==> config.mk <==
export PLATFORM = sky130hd
export DESIGN_NAME = perf_event_select
export DESIGN_NICKNAME = d
export VERILOG_FILES = /design/src/rtl/perf_event_select.sv
export SDC_FILE = /design/constraint.sdc
export NUM_CORES = 1
export LEC_CHECK = 0
export ABC_AREA = 1
export CORE_MARGIN = 1
export CORE_UTILIZATION = 46
export CTS_CLUSTER_SIZE = 24
export DETAILED_ROUTE_END_ITERATION = 12
export MAX_ROUTING_LAYER = met4
export PLACE_DENSITY = 0.81
export SYNTH_ARGS = -nofsm -noshare
export SYNTH_HDL_FRONTEND = slang
export SYNTH_SLANG_ARGS = --single-unit
==> constraint.sdc <==
create_clock -name clk_i -period 2 [get_ports clk_i]
set_clock_uncertainty 0.15 [all_clocks]
set_input_delay 0.3 -clock clk_i [delete_from_list [all_inputs] [get_ports clk_i]]
set_output_delay 0.3 -clock clk_i [all_outputs]
set_load 0.01 [all_outputs]
==> src/rtl/perf_event_select.sv <==
// Event-selection stage feeding the performance counter bank: samples raw event
// counts, routes one event per slot, applies debug gating and inhibit masking.
module perf_event_select #(
  parameter int unsigned NumCounters = 6,
  parameter int unsigned NumEvents   = 16,
  parameter int unsigned IncWidth    = 2,
  parameter int unsigned Xlen        = 64
) (
  input  logic                                clk_i,
  input  logic                                rst_ni,
  input  logic                                debug_mode_i,
  input  logic [3:0]                          cfg_addr_i,
  input  logic                                cfg_we_i,
  input  logic [Xlen-1:0]                     cfg_data_i,
  output logic [Xlen-1:0]                     cfg_data_o,
  input  logic [NumEvents-1:0][IncWidth-1:0]  event_cnt_i,
  output logic [NumCounters-1:0][IncWidth-1:0] inc_o
);

  localparam int unsigned SelW        = $clog2(NumEvents);
  localparam logic [3:0]  InhibitAddr = 4'd15;

  logic [NumCounters-1:0][SelW-1:0]     sel_q;
  logic [NumCounters-1:0]               inhibit_q, inhibit_d;
  logic [NumCounters-1:0]               wr_blank_q, sel_wr;
  logic [NumEvents-1:0][IncWidth-1:0]   ev_q, ev_d;
  logic [NumCounters-1:0][IncWidth-1:0] inc_q, inc_d;
  logic                                 unused_cfg_bits;

  assign unused_cfg_bits = ^cfg_data_i;
  assign inc_o           = inc_q;

  // Config write decode; the inhibit mask being written takes effect on this edge.
  always_comb begin
    sel_wr    = '0;
    inhibit_d = inhibit_q;
    for (int unsigned i = 0; i < NumCounters; i++) begin
      if (cfg_we_i && (cfg_addr_i == 4'(i))) sel_wr[i] = 1'b1;
    end
    if (cfg_we_i && (cfg_addr_i == InhibitAddr)) inhibit_d = cfg_data_i[NumCounters-1:0];
  end

  // Read-before-write register readback.
  always_comb begin
    cfg_data_o = '0;
    for (int unsigned i = 0; i < NumCounters; i++) begin
      if (cfg_addr_i == 4'(i)) cfg_data_o = Xlen'(sel_q[i]);
    end
    if (cfg_addr_i == InhibitAddr) cfg_data_o = Xlen'(inhibit_q);
  end

  // Stage 1: debug-gated sample; source 0 is "no event".
  always_comb begin
    ev_d    = debug_mode_i ? '0 : event_cnt_i;
    ev_d[0] = '0;
  end

  // Stage 2: per-slot routing with inhibit and post-reprogram blanking.
  always_comb begin
    inc_d = '0;
    for (int unsigned i = 0; i < NumCounters; i++) begin
      if (!inhibit_d[i] && !wr_blank_q[i] && (32'(sel_q[i]) < NumEvents)) begin
        inc_d[i] = ev_q[sel_q[i]];
      end
    end
  end

  always_ff @(posedge clk_i or negedge rst_ni) begin
    if (!rst_ni) begin
      sel_q      <= '0;
      inhibit_q  <= '0;
      wr_blank_q <= '0;
      ev_q       <= '0;
      inc_q      <= '0;
    end else begin
      ev_q       <= ev_d;
      inc_q      <= inc_d;
      inhibit_q  <= inhibit_d;
      wr_blank_q <= sel_wr;
      for (int unsigned i = 0; i < NumCounters; i++) begin
        if (sel_wr[i]) sel_q[i] <= cfg_data_i[SelW-1:0];
      end
    end
  end

endmodule

== Word-level counts from Yosys, hierarchy flattened ==
Index checks and enable logic that the tools add are counted.

* Bits in registers: 78
* Output and inout port bits: 76
* Word-level logic and storage cells: 100

* Order comparisons: 6
* Equality and inequality tests: 6
* Multiplexer cells: 33
* Reduce and logical (&&, ||, !) cells: 26

{| class="wikitable"
|+ Operators by type and width
! operator !! number
|-
| 64-bit two-way mux || 6
|-
| 2-bit binary-select mux with 4-bit select || 6
|-
| 32-bit two-way mux || 1
|-
| 4-bit by 5-bit < comparator with 1-bit output, second input constant || 6
|-
| 2-bit two-way mux || 12
|-
| 1-bit logical AND || 13
|-
| 1-bit zero test || 12
|-
| 4-bit by 2-bit == test with 1-bit output, second input constant || 2
|-
| 4-bit by 3-bit == test with 1-bit output, second input constant || 2
|-
| 1-bit two-way mux || 6
|-
| 6-bit two-way mux || 1
|-
| 4-bit by 1-bit == test with 1-bit output, second input constant || 1
|-
| 4-bit == test, second input constant || 1
|-
| 4-bit zero test || 1
|-
| 4-bit two-way mux || 1
|}

== Longest topological paths before layout ==
Gate-level depths: netlist of run 1.

* Word-level depth: 8
* Mapped depth: 9

== Least setup slack after synthesis of run 1 ==
No wires, ideal clock.

* Path type: reg2out
* Start: register sel_q[0] in the netlist's numbering
* End: output cfg_data_o[0]
* Data arrival time: 1.100 ns
* Data required time: 1.550 ns
* Path slack: 0.450 ns
* Stages on the path, launching flop included: 7
* Buffers on the path: 2
* Path through: dfrtp_1 buf_2 clkinv_1 buf_2 o21ai_0 nor2_1 nand4_1

* Word-level cells in the longest chain between the ends: 7

{| class="wikitable"
|+ RTL lines
! item !! RTL line !! RTL
|-
| from (decl) || 23 || <nowiki>logic [NumCounters-1:0][SelW-1:0] sel_q;</nowiki>
|-
| from (signal, indexed assignment) || 81 || <nowiki>if (sel_wr[i]) sel_q[i] <= cfg_data_i[SelW-1:0];</nowiki>
|-
| 4-bit two-way mux || 47 || <nowiki>if (cfg_addr_i == 4'(i)) cfg_data_o = Xlen'(sel_q[i]);</nowiki>
|-
| 64-bit two-way mux (5 in series) || 47 ||
|-
| 64-bit two-way mux || 49 || <nowiki>if (cfg_addr_i == InhibitAddr) cfg_data_o = Xlen'(inhibit_q);</nowiki>
|-
| to (decl) || 15 || <nowiki>output logic [Xlen-1:0] cfg_data_o,</nowiki>
|}

No other way between the ends.

== Worst setup path after layout of run 1 ==
* Start: register sel_q[3] in the netlist's numbering
* End: output cfg_data_o[3]

Same word-level chain as after synthesis.

==> results of run 1 <==
cell usage in the layout, fill, tap and decap left out, types with 4 or more instances in the layout:
cell | netlist | layout
inv_1 | 82 | 82
clkbuf_16 | 0 | 9
buf_4 | 58 | 48
o21ai_1 | 0 | 5
nand2_2 | 3 | 4
clkbuf_2 | 0 | 4
conb_1 | 1 | 58
clkinv_1 | 6 | 6
o21ai_0 | 42 | 36
nand4_1 | 4 | 4
nand3_1 | 161 | 161
nor2_1 | 53 | 52
clkdlybuf4s50_1 | 0 | 50
a21oi_2 | 4 | 4
dfrtp_1 | 78 | 78
nor2_2 | 7 | 7
nand2_1 | 231 | 230
sequential cells by signal, summed over array words and instances (netlist names):
name and flops:
ev_q 30, inhibit_q 6, wr_blank_q 6, inc_o 12, sel_q 24
stage by stage:
| step | setup WS [ns] | hold WS (ns) | utilization |
|---|---|---|---|
| 2_1_floorplan | 0.4499 | -0.1456 | - |
| 3_3_place_gp | -0.4578 | 0.1101 | 0.5495 |
| 3_5_place_dp | -0.4957 | 0.1227 | 0.5495 |
| 4_1_cts | 0.01818 | 0.3051 | 0.5796 |
| 5_1_grt | -0.007196 | 0.3317 | 0.5799 |
| 6_report | 0.07277 | 0.3051 | 0.5799 |
worst reg2reg max path: stages, from the launching register on:
cell and delay (ns):
dfrtp_1 0.39, buf_4 0.20, inv_1 0.35, nand2_1 0.10, nand3_1 0.09, nand3_1 0.08, nand3_1 0.10, nand2_1 0.08
nor2_2 0.09
layout make-up:
type	instances	area [um^2]	share of cell area
clock buffer	10	229.0	0.03611
multi-input combinational	575	2591	0.4086
clock inverter	6	70.07	0.01105
inverter	89	334.1	0.05268
sequential	78	1952	0.3078
timing repair buffer	111	989.7	0.1561
tap	140	175.2	0.02762
timing repair:
item	4_1_cts	5_1_grt
pin swaps	1	1
endpoints found under the setup margin	6	4
hold buffers	1	0
hold endpoints to repair	33	0
resized for setup	18	15
buffers inserted	3	1
cells by family (layout without fill, tap and decap cells):
kind of cell / Yosys count / in the layout
compound gates: 52 / 52
buf+inv: 175 / 216
flops: 78 / 78
other cells: 1 / 58
simple gates: 465 / 465
synth_stat cells:
master    instances  area share
inv_1            82       0.059
buf_6             1      0.0022
nand4_1           4      0.0048
dfrtp_1          78        0.37
inv_2             1     0.00072
a21oi_1           2      0.0019
clkbuf_1          8      0.0058
buf_2            19       0.018
clkinv_1          6      0.0043
nand2_2           3      0.0036
o211ai_2          2      0.0048
nor2_2            7      0.0084
nand3_1         161        0.15
nand2_4           3      0.0065
nor2_1           53       0.038
nor2_4            2      0.0043
nand2_1         231        0.17
buf_4            58       0.083
a21oi_2           4      0.0067
o211ai_4          2      0.0081
o21ai_0          42       0.040
conb_1            1     0.00072
nor4_4            1      0.0041
final timing paths:
check | from | to | slack [ns] | cells after the start
worst max-delay path | sel_q[3]$_DFFE_PN0P_ | cfg_data_o[3] | 0.07 | 5
worst min-delay path | rst_ni | inc_o[11]$_DFF_PN0_ | 0.31 | 2
worst max register to register | sel_q[4]$_DFFE_PN0P_ | inc_o[3]$_DFF_PN0_ | 0.31 | 8
worst min register to register | wr_blank_q[5]$_DFF_PN0_ | inc_o[10]$_DFF_PN0_ | 0.36 | 3
max in group asynchronous | rst_ni | sel_q[2]$_DFFE_PN0P_ | 0.79 | 3
min in group clk_i | cfg_addr_i[1] | wr_blank_q[1]$_DFF_PN0_ | 0.31 | 4
power breakdown:
group / switching [uW] / total (uW) / internal, uW / leakage [uW]
registers: 221 / 2060 / 1840 / 0.000987
clock network: 665 / 1640 / 973 / 0.000135
logic: 1340 / 2230 / 887 / 0.00209
metal layers:
metal,GRT usage,share of wire,up-vias
met5,-,0,-
met4,0.1110,0.037,0
met3,0.07113,0.12,49
met2,0.4046,0.43,383
met1,0.3855,0.41,2348
li1,-,-,2505
==> flow_metrics.env, run 1 <==
export IMPL_crit_family="buffers and inverters"
export IMPL_grtUsageTotal=0.2839
export IMPL_power_total_uw=5925
export IMPL_synth_simple_gate_area_share=0.3901
export IMPL_tns_ns=0
export IMPL_worstPathArrival_ns=1.48
export IMPL_vias=5285
export IMPL_fin_crit_sh=0.9636
export IMPL_hpwl_mm=11.03
export IMPL_ys_seq_area_frac=0.3738
export IMPL_slowest_stage="dfrtp_1"
export IMPL_grt_remaining_overflow=0
export IMPL_synthMuxAreaShare=0
export IMPL_drt_iter0_markers=869
export IMPL_syn_inst=771
export IMPL_synthesis_area_mm2=0.005221
export IMPL_fp_dieArea_mm2=0.01178
export IMPL_core_mm2=0.01094
export IMPL_diodes=0
export IMPL_fp_row_count=38
export IMPL_htreeDepth=3
export IMPL_leakage_uw=0.003208
export IMPL_nNetsFinal=968
export IMPL_synth_top_family_by_area="simple AND/OR/NAND/NOR gates"
export IMPL_die_w_um=108.5
export IMPL_synth_xor_area_frac=0
export IMPL_path_clk_slew_ns=0.06
export IMPL_fin_crit_ns=1.927
export IMPL_startpoint_type="flip-flop"
export IMPL_gp_congestion=1.005
export IMPL_cts_root_buf="clkbuf_16"
export IMPL_placed_area_mm2=0.006010
export IMPL_crit_path_cell_trace="inv_1, o21ai_1, nor2_1, nand4_1, clkdlybuf4s15_2"
export IMPL_slowest_delay_ns=0.40
export IMPL_slew_viol_final=0
export IMPL_grt_pass1_wl_mm=24.31
export IMPL_cts_tree="built"
export IMPL_ir_drop_mv=0.5325
export IMPL_ios=180
export IMPL_rsz0062_at_grt="yes"
export IMPL_cts_buffers=9
export IMPL_critPathMaxFanout=4
export IMPL_cts_buffer_depth=2
export IMPL_finalHoldViolations=0
export IMPL_status="completed"
export IMPL_ant_nets=0
export IMPL_firstDrtPassIters=6
export IMPL_synth_compound_area_frac=0.06183
export IMPL_drc=0
export IMPL_worstHoldPathType="input port to async pin"
export IMPL_synthAdderAreaFrac=0
export IMPL_cp_required_ns=1.55
export IMPL_drt_wirelength_per_cell_um=15.22
export IMPL_endpoint_kind="output port"
export IMPL_synthToLayoutAreaGrowth_pct=21.45
export IMPL_vias_per_cell=5.238
export IMPL_avgSynthCellArea_um2=6.772
export IMPL_drive_above_1_share=0.1139
export IMPL_cp_num_buf_inv=2
export IMPL_antenna_found_initial=0
export IMPL_ys_warn_count=0
export IMPL_routed_wl_mm=15.35
export IMPL_setup_viol=0
export IMPL_cts_sinks=78
export IMPL_placedCellCount=988
export IMPL_port_buffers=61
export IMPL_maxCapViolCount=0
export IMPL_die_h_um=108.5
export IMPL_num_fill_cells=1026
export IMPL_yosys_cell_types_count=23
export IMPL_fmax_mhz=518.9
export IMPL_power_density_mw_per_mm2=934.4
export IMPL_instances_no_fill=1009
export IMPL_clock_latency_ns=0.34
export IMPL_grt_pass1_vias=4609
export IMPL_grt_max_degree=46
export IMPL_path_class="flip-flop to output port"
export IMPL_initial_core_util=0.4775
export IMPL_synth_seq_cells=78
export IMPL_final_area_mm2=0.006341
Power figures use the tool's default switching activity.
==> run 2, diff against run 1 <==
CELL_PAD_IN_SITES_DETAIL_PLACEMENT = 0   (was default)
CELL_PAD_IN_SITES_GLOBAL_PLACEMENT = 1   (was default)
CORE_UTILIZATION = 32   (was 46)
PLACE_DENSITY = default   (was 0.81)
PLACE_DENSITY_LB_ADDON = 0.1   (was default)
==> run 2 against run 1 <==
  * Power increased by 3.6%
  * Routed wire length grew 22%
  * Sequential cell count did not move
  * Core utilization down 17 points
==> flow_metrics.env, run 2 (synthesis results as in run 1) <==
export IMPL_power_total_uw=6136
export IMPL_cts_buffer_depth=2
export IMPL_diodes=0
export IMPL_ir_drop_mv=0.4226
export IMPL_power_density_mw_per_mm2=942.2
export IMPL_status="completed"
export IMPL_drt_iter0_markers=476
export IMPL_final_area_mm2=0.006513
export IMPL_ant_nets=0
export IMPL_core_mm2=0.01589
export IMPL_critPathMaxFanout=3
export IMPL_antenna_found_initial=0
export IMPL_hpwl_mm=13.88
export IMPL_cts_buffers=9
export IMPL_finalHoldViolations=0
export IMPL_fmax_mhz=523.9
export IMPL_rsz0062_at_grt="no"
export IMPL_leakage_uw=0.003251
export IMPL_fin_crit_ns=1.909
export IMPL_drt_wirelength_per_cell_um=17.18
export IMPL_drive_above_1_share=0.1241
export IMPL_vias=5211
export IMPL_placed_area_mm2=0.006202
export IMPL_utilization=0.4100
export IMPL_fp_dieArea_mm2=0.01683
export IMPL_vias_per_cell=4.763
export IMPL_drc=0
export IMPL_final_common_cell="nand2_1"
export IMPL_fin_crit_sh=0.9543
export IMPL_path_class="flip-flop to output port"
export IMPL_num_fill_cells=1713
export IMPL_firstDrtPassIters=5
export IMPL_setup_viol=0
export IMPL_routed_wl_mm=18.80
export IMPL_grtUsageTotal=0.2430
export IMPL_largest_reg_flops=30
export IMPL_clock_latency_ns=0.35
export IMPL_cts_tree="built"
export IMPL_grt_remaining_overflow=0
export IMPL_port_buffers=61
export IMPL_regMostFlops="ev_q"
export IMPL_maxCapViolCount=0
export IMPL_grt_max_degree=45
export IMPL_ios=180
export IMPL_worstHoldPathType="input port to async pin"
export IMPL_cts_sinks=78
export IMPL_gp_congestion=0.8827
export IMPL_endpoint_kind="output port"
export IMPL_path_clk_slew_ns=0.06
export IMPL_worstPathArrival_ns=1.46
export IMPL_fp_row_count=46
export IMPL_cp_required_ns=1.55
export IMPL_placedCellCount=1077
export IMPL_cts_root_buf="clkbuf_16"
export IMPL_slew_viol_final=0
export IMPL_die_w_um=129.7
export IMPL_startpoint_type="flip-flop"
export IMPL_htreeDepth=3
export IMPL_die_h_um=129.7
export IMPL_nNetsFinal=977
export IMPL_grt_pass1_vias=4774
export IMPL_synthToLayoutAreaGrowth_pct=24.73
export IMPL_mostFrequentLayoutCells="231 x nand2_1, 161 x nand3_1, 79 x inv_1, 76 x dfrtp_1, 58 x conb_1"
export IMPL_instances_no_fill=1094
export IMPL_grt_pass1_wl_mm=28.43
export IMPL_initial_core_util=0.3287
export IMPL_timing_hold_ws_ns=0.3029
run 2: cell types whose count changed in the layout (fill, tap and decap cells not counted), sizes merged:
| cell | previous run | this run |
|---|---|---|
| clkinvlp | 3 | 2 |
| buf | 50 | 59 |
| clkbuf | 14 | 13 |
| dlygate4sd2 | 3 | 5 |
| clkinv | 7 | 8 |
| inv | 84 | 83 |
run 2: path summary, 6_finish.rpt:
check / startpoint / end / slack, ns / cells after the start
worst max-delay path: sel_q[11]$_DFFE_PN0P_ / cfg_data_o[3] / 0.09 / 5
worst min-delay path: rst_ni / inc_o[10]$_DFF_PN0_ / 0.30 / 2
worst max register to register: sel_q[12]$_DFFE_PN0P_ / inc_o[7]$_DFF_PN0_ / 0.28 / 8
worst min register to register: inhibit_q[4]$_DFF_PN0_ / inhibit_q[4]$_DFF_PN0_ / 0.35 / 2
max in group asynchronous: rst_ni / sel_q[11]$_DFFE_PN0P_ / 0.80 / 3
min in group clk_i: event_cnt_i[3] / ev_q[3]$_DFF_PN0_ / 0.30 / 3
run 2: metal layers:
| layer | global-route usage | share of wire | vias up |
|---|---|---|---|
| met5 | - | 0 | - |
| met3 | 0.03034 | 0.065 | 35 |
| met1 | 0.3229 | 0.44 | 2406 |
| li1 | - | - | 2532 |
| met4 | 0.1142 | 0.035 | 0 |
| met2 | 0.3680 | 0.46 | 238 |
run 2: report_power, final:
| part | total, uW | switching [uW] | leakage [uW] | internal [uW] |
|---|---|---|---|---|
| Clock | 1690 | 684 | 0.000142 | 1000 |
| Combinational | 2380 | 1440 | 0.00213 | 934 |
| Sequential | 2070 | 234 | 0.000985 | 1840 |
| Total | 6140 | 2360 | 0.00325 | 3770 |
run 2: final cells by class:
type                    instances  area, um^2  area share
clock inverters                 5       58.81    0.009030
inverters                      89       334.1     0.05130
clock buffers                  11       242.7     0.03727
well taps                     216       270.3     0.04150
flip-flops and latches         78        1954      0.3001
multi-input cells             575        2590      0.3977
repair buffers                120        1062      0.1631
run 2: worst max-delay path: stages (launching register included):
cell,delay [ns]
dfrtp_2,0.45
inv_2,0.09
o21ai_0,0.08
nor2_1,0.13
nand4_1,0.10
clkdlybuf4s15_1,0.24
run 2: what timing repair did:
action | 4_1_cts | 5_1_grt
hold buffers | 1 | 0
endpoints found under the setup margin | 6 | 5
resized for setup | 16 | 10
hold endpoints to repair | 34 | 0
setup buffers | 0 | 0
pin swaps | 0 | 2
run 2: stage by stage:
step / TNS (ns) / setup slack (ns)
final: 0 / 0.09135
after global routing: 0 / 0.002911
after CTS: 0 / 0.001310
after detailed placement: -6.055 / -0.5426
after global placement: -5.669 / -0.4908
after floorplan: 0 / 0.4499
==> patch, RTL diff (config.mk and constraints of run 2) <==
The parameter `IncWidth` goes from 2 to 3.
--- a/src/rtl/perf_event_select.sv
+++ b/src/rtl/perf_event_select.sv
@@ -3,7 +3,7 @@
 module perf_event_select #(
   parameter int unsigned NumCounters = 6,
   parameter int unsigned NumEvents   = 16,
-  parameter int unsigned IncWidth    = 2,
+  parameter int unsigned IncWidth    = 3,
   parameter int unsigned Xlen        = 64
 ) (
   input  logic                                clk_i,
Ports: changed (resized event_cnt_i and inc_o); port bits go from 180 to 202. No check against the original RTL was run, so the function may have changed too.
==> patch against run 2 <==
Final area rose by 27%. Global-route usage rose by 0.77 points. Total power rose by 24%. Synthesized cell count rose by 34%. Sequential cell count rose by 21. Critical path depth rose by 5. Combinational power rose by 40%. Area after synthesis rose by 29%. Setup slack improved by 0.016 ns. Count of clock-buffer cells in the layout fell by 1. Cell count rose by 30%. Die area rose by 29%. Non-clock buffer count rose by 29. Routed wire length rose by 37%. Critical endpoint is now cfg_data_o[2]. Largest cell class unchanged.
==> patch: results (changes against run 2) <==
Global routing
  – Pin count of the biggest net entering global routing: 100 (was 45)
  – Initial antenna violation count: 0 (unchanged)
  – Vias in the first global route: 6278 (was 4774)
  – GRT Resource Usage Total: 25.1% (was 24.3%)
  – Global-route wire length before repair: 39100 um (was 28400 um)

Placed design
  – # port buffers: 82 (was 61)
  – Placed Area: 8020 um2 (was 6200 um2)
  – Placer Congestion: 0.900 (was 0.883)
  – Half-perimeter wire length after detailed placement: 18900 um (was 13900 um)
  – Setup WS pre-CTS: -0.495 ns (was -0.543 ns)

Yosys
  – Post-synth cell types: 23 (unchanged)
  – Post-synth ARST share: 100% (unchanged)
  – Register area share after synthesis: 36.7% (was 37.4%)
  – Synth warnings: 0 (unchanged)
  – Area contributors post-synth: dfrtp_1 37%, nand2_1 18%, nand3_1 18%, buf_4 6.5%, inv_1 6.2% (was dfrtp_1 37%, nand2_1 17%, nand3_1 15%, buf_4 8.3%, inv_1 5.9%)
  – Top cells by count, synth: 321 x nand2_1, 238 x nand3_1, 112 x inv_1, 99 x dfrtp_1, 75 x nor2_1 (was 231 x nand2_1, 161 x nand3_1, 82 x inv_1, 78 x dfrtp_1, 58 x buf_4)

Cells and area
  – Largest register by flop count: ev_q (unchanged)
  – Inserted Diodes: 0 (unchanged)
  – Max FFs per register: 45 (was 30)
  – Share of post-route cells with drive strength above 1: 9.66% (was 12.4%)
  – Fin area: 8290 um2 (was 6510 um2)
  – Final net count: 1264 (was 977)

Power and ir drop
  – Leak pwr: 4.12 nW (was 3.25 nW)
  – Peak supply drop: 0.344 mV (was 0.423 mV)

Drt
  – Antenna-violating nets left: 0 (unchanged)
  – WL met2: 11000 um (was 8680 um)
  – Routed length on met1: 11700 um (was 8230 um)
  – Vias post-DR: 6878 (was 5211)
  – Initial DRC Count: 717 (was 476)
  – Top layer in use: met4 (unchanged)
  – First-pass iteration count of the detailed router: 5 (unchanged)
  – Wirelength per Cell: 18.1 um (was 17.2 um)
  – Routed wl met3: 1950 um (was 1220 um)

Outcome
  – Status: finished, final reports clean (unchanged)

CTS
  – H-tree levels: 3 (unchanged)
  – TritonCTS buffer count: 9 (unchanged)
  – Clk slew on worst S/H paths: 0.07 ns
  – CTS root buf: clkbuf_16 (unchanged)
  – Clk_lat worst skew: approximately 0.36 ns
  – Max Root-Sink Buffers: 2 (unchanged)

Critical path
  – Delay of the slowest critical-path stage: 0.27 ns (was 0.45 ns)
  – CP Max Fanout: 5 (was 3)
  – Critical Path Slowest Stage Cell: dlygate4sd2_1 (was dfrtp_2)
  – Delay-heaviest family, CP: buffers and inverters (was flip-flops)
  – WP data arrival: 1.44 ns (was 1.46 ns)

Hold path
  – Worst Hold Class: in -> reg (was in -> async)

Timing
  – Least-Margin Pin Slew: 0.527 ns
[patch: layout make-up]
| cell class | count | area [um2] |
|---|---|---|
| multi-input cells | 769 | 3400 |
| flip-flops and latches | 99 | 2480 |
| well taps | 270 | 338 |
| clock buffers | 10 | 229 |
| fillers | 2263 | 12100 |
| inverters | 116 | 435 |
| clock inverters | 6 | 46.3 |
| repair buffers | 149 | 1360 |
[patch: what timing repair did]
action | 4_1_cts | 5_1_grt
pin swaps | 1 | 1
resized for setup | 16 | 4
setup endpoints to repair | 6 | 4
gates cloned | 0 | 0
hold buffers | 1 | 0
hold endpoints to repair | 99 | 0
buffers inserted | 1 | 0
[patch: kinds of logic (layout without fill, tap and decap cells)]
| family | count (synthesis) | after routing | synth area share (%) |
|---|---|---|---|
| AOI/OAI and AO/OA | 60 | 60 | 5.38 |
| DFF | 99 | 99 | 36.7 |
| buffers and inverters | 223 | 281 | 15.9 |
| and+or+nand+nor | 651 | 651 | 41.9 |
| other | 1 | 58 | 0.0556 |
[patch: final timing paths]
kind                                       from             to  slack (ns)  cells after the start
min in group asynchronous                rst_ni  wr_blank_q[5]        0.39                      3
worst min-delay path            event_cnt_i[18]       ev_q[18]        0.29                      3
worst max register to register        sel_q[12]       inc_o[9]        0.18                      8
worst min register to register    wr_blank_q[0]       inc_o[1]        0.36                      3
worst max-delay path              cfg_addr_i[3]  cfg_data_o[2]        0.11                     10
max in group asynchronous                rst_ni       sel_q[8]        0.91                      3
[patch: where the power goes]
| part | switching (mW) | total (mW) | internal [mW] |
|---|---|---|---|
| clock | 0.830 | 1.69 | 0.857 |
| combinational | 2.05 | 3.34 | 1.29 |
| sequential | 0.289 | 2.61 | 2.32 |
| total | 3.17 | 7.64 | 4.47 |
[patch: per-stage QoR]
| stage | hold slack, ns | setup TNS, ns | util (%) | cells |
|---|---|---|---|---|
| final | 0.293 | 0 | 40.6 | 1419 |
| after global routing | 0.303 | 0 | 40.6 | 1419 |
| after CTS | 0.283 | 0 | 40.7 | 1419 |
| after detailed placement | 0.256 | -6.84 | 39.3 | 1401 |
| after global placement | 0.259 | -6.87 | 39.3 | 1401 |
| after floorplan | -0.146 | 0 | - | 1091 |
[patch: worst register-to-register path, delay by kind of cell, from the launching register on]
kind | cells | cell delay [ns]
AOI/OAI and AO/OA | 1 | 0.20
buffers and inverters | 3 | 0.46
DFF | 1 | 0.46
and+or+nand+nor | 4 | 0.48
[patch: layer usage]
layer | vias to the layer above | global-route usage, %
li1 | 3366 | -
met1 | 3166 | 35.4
met2 | 297 | 35.1
met3 | 49 | 3.48
met4 | 0 | 11.7
met5 | - | -
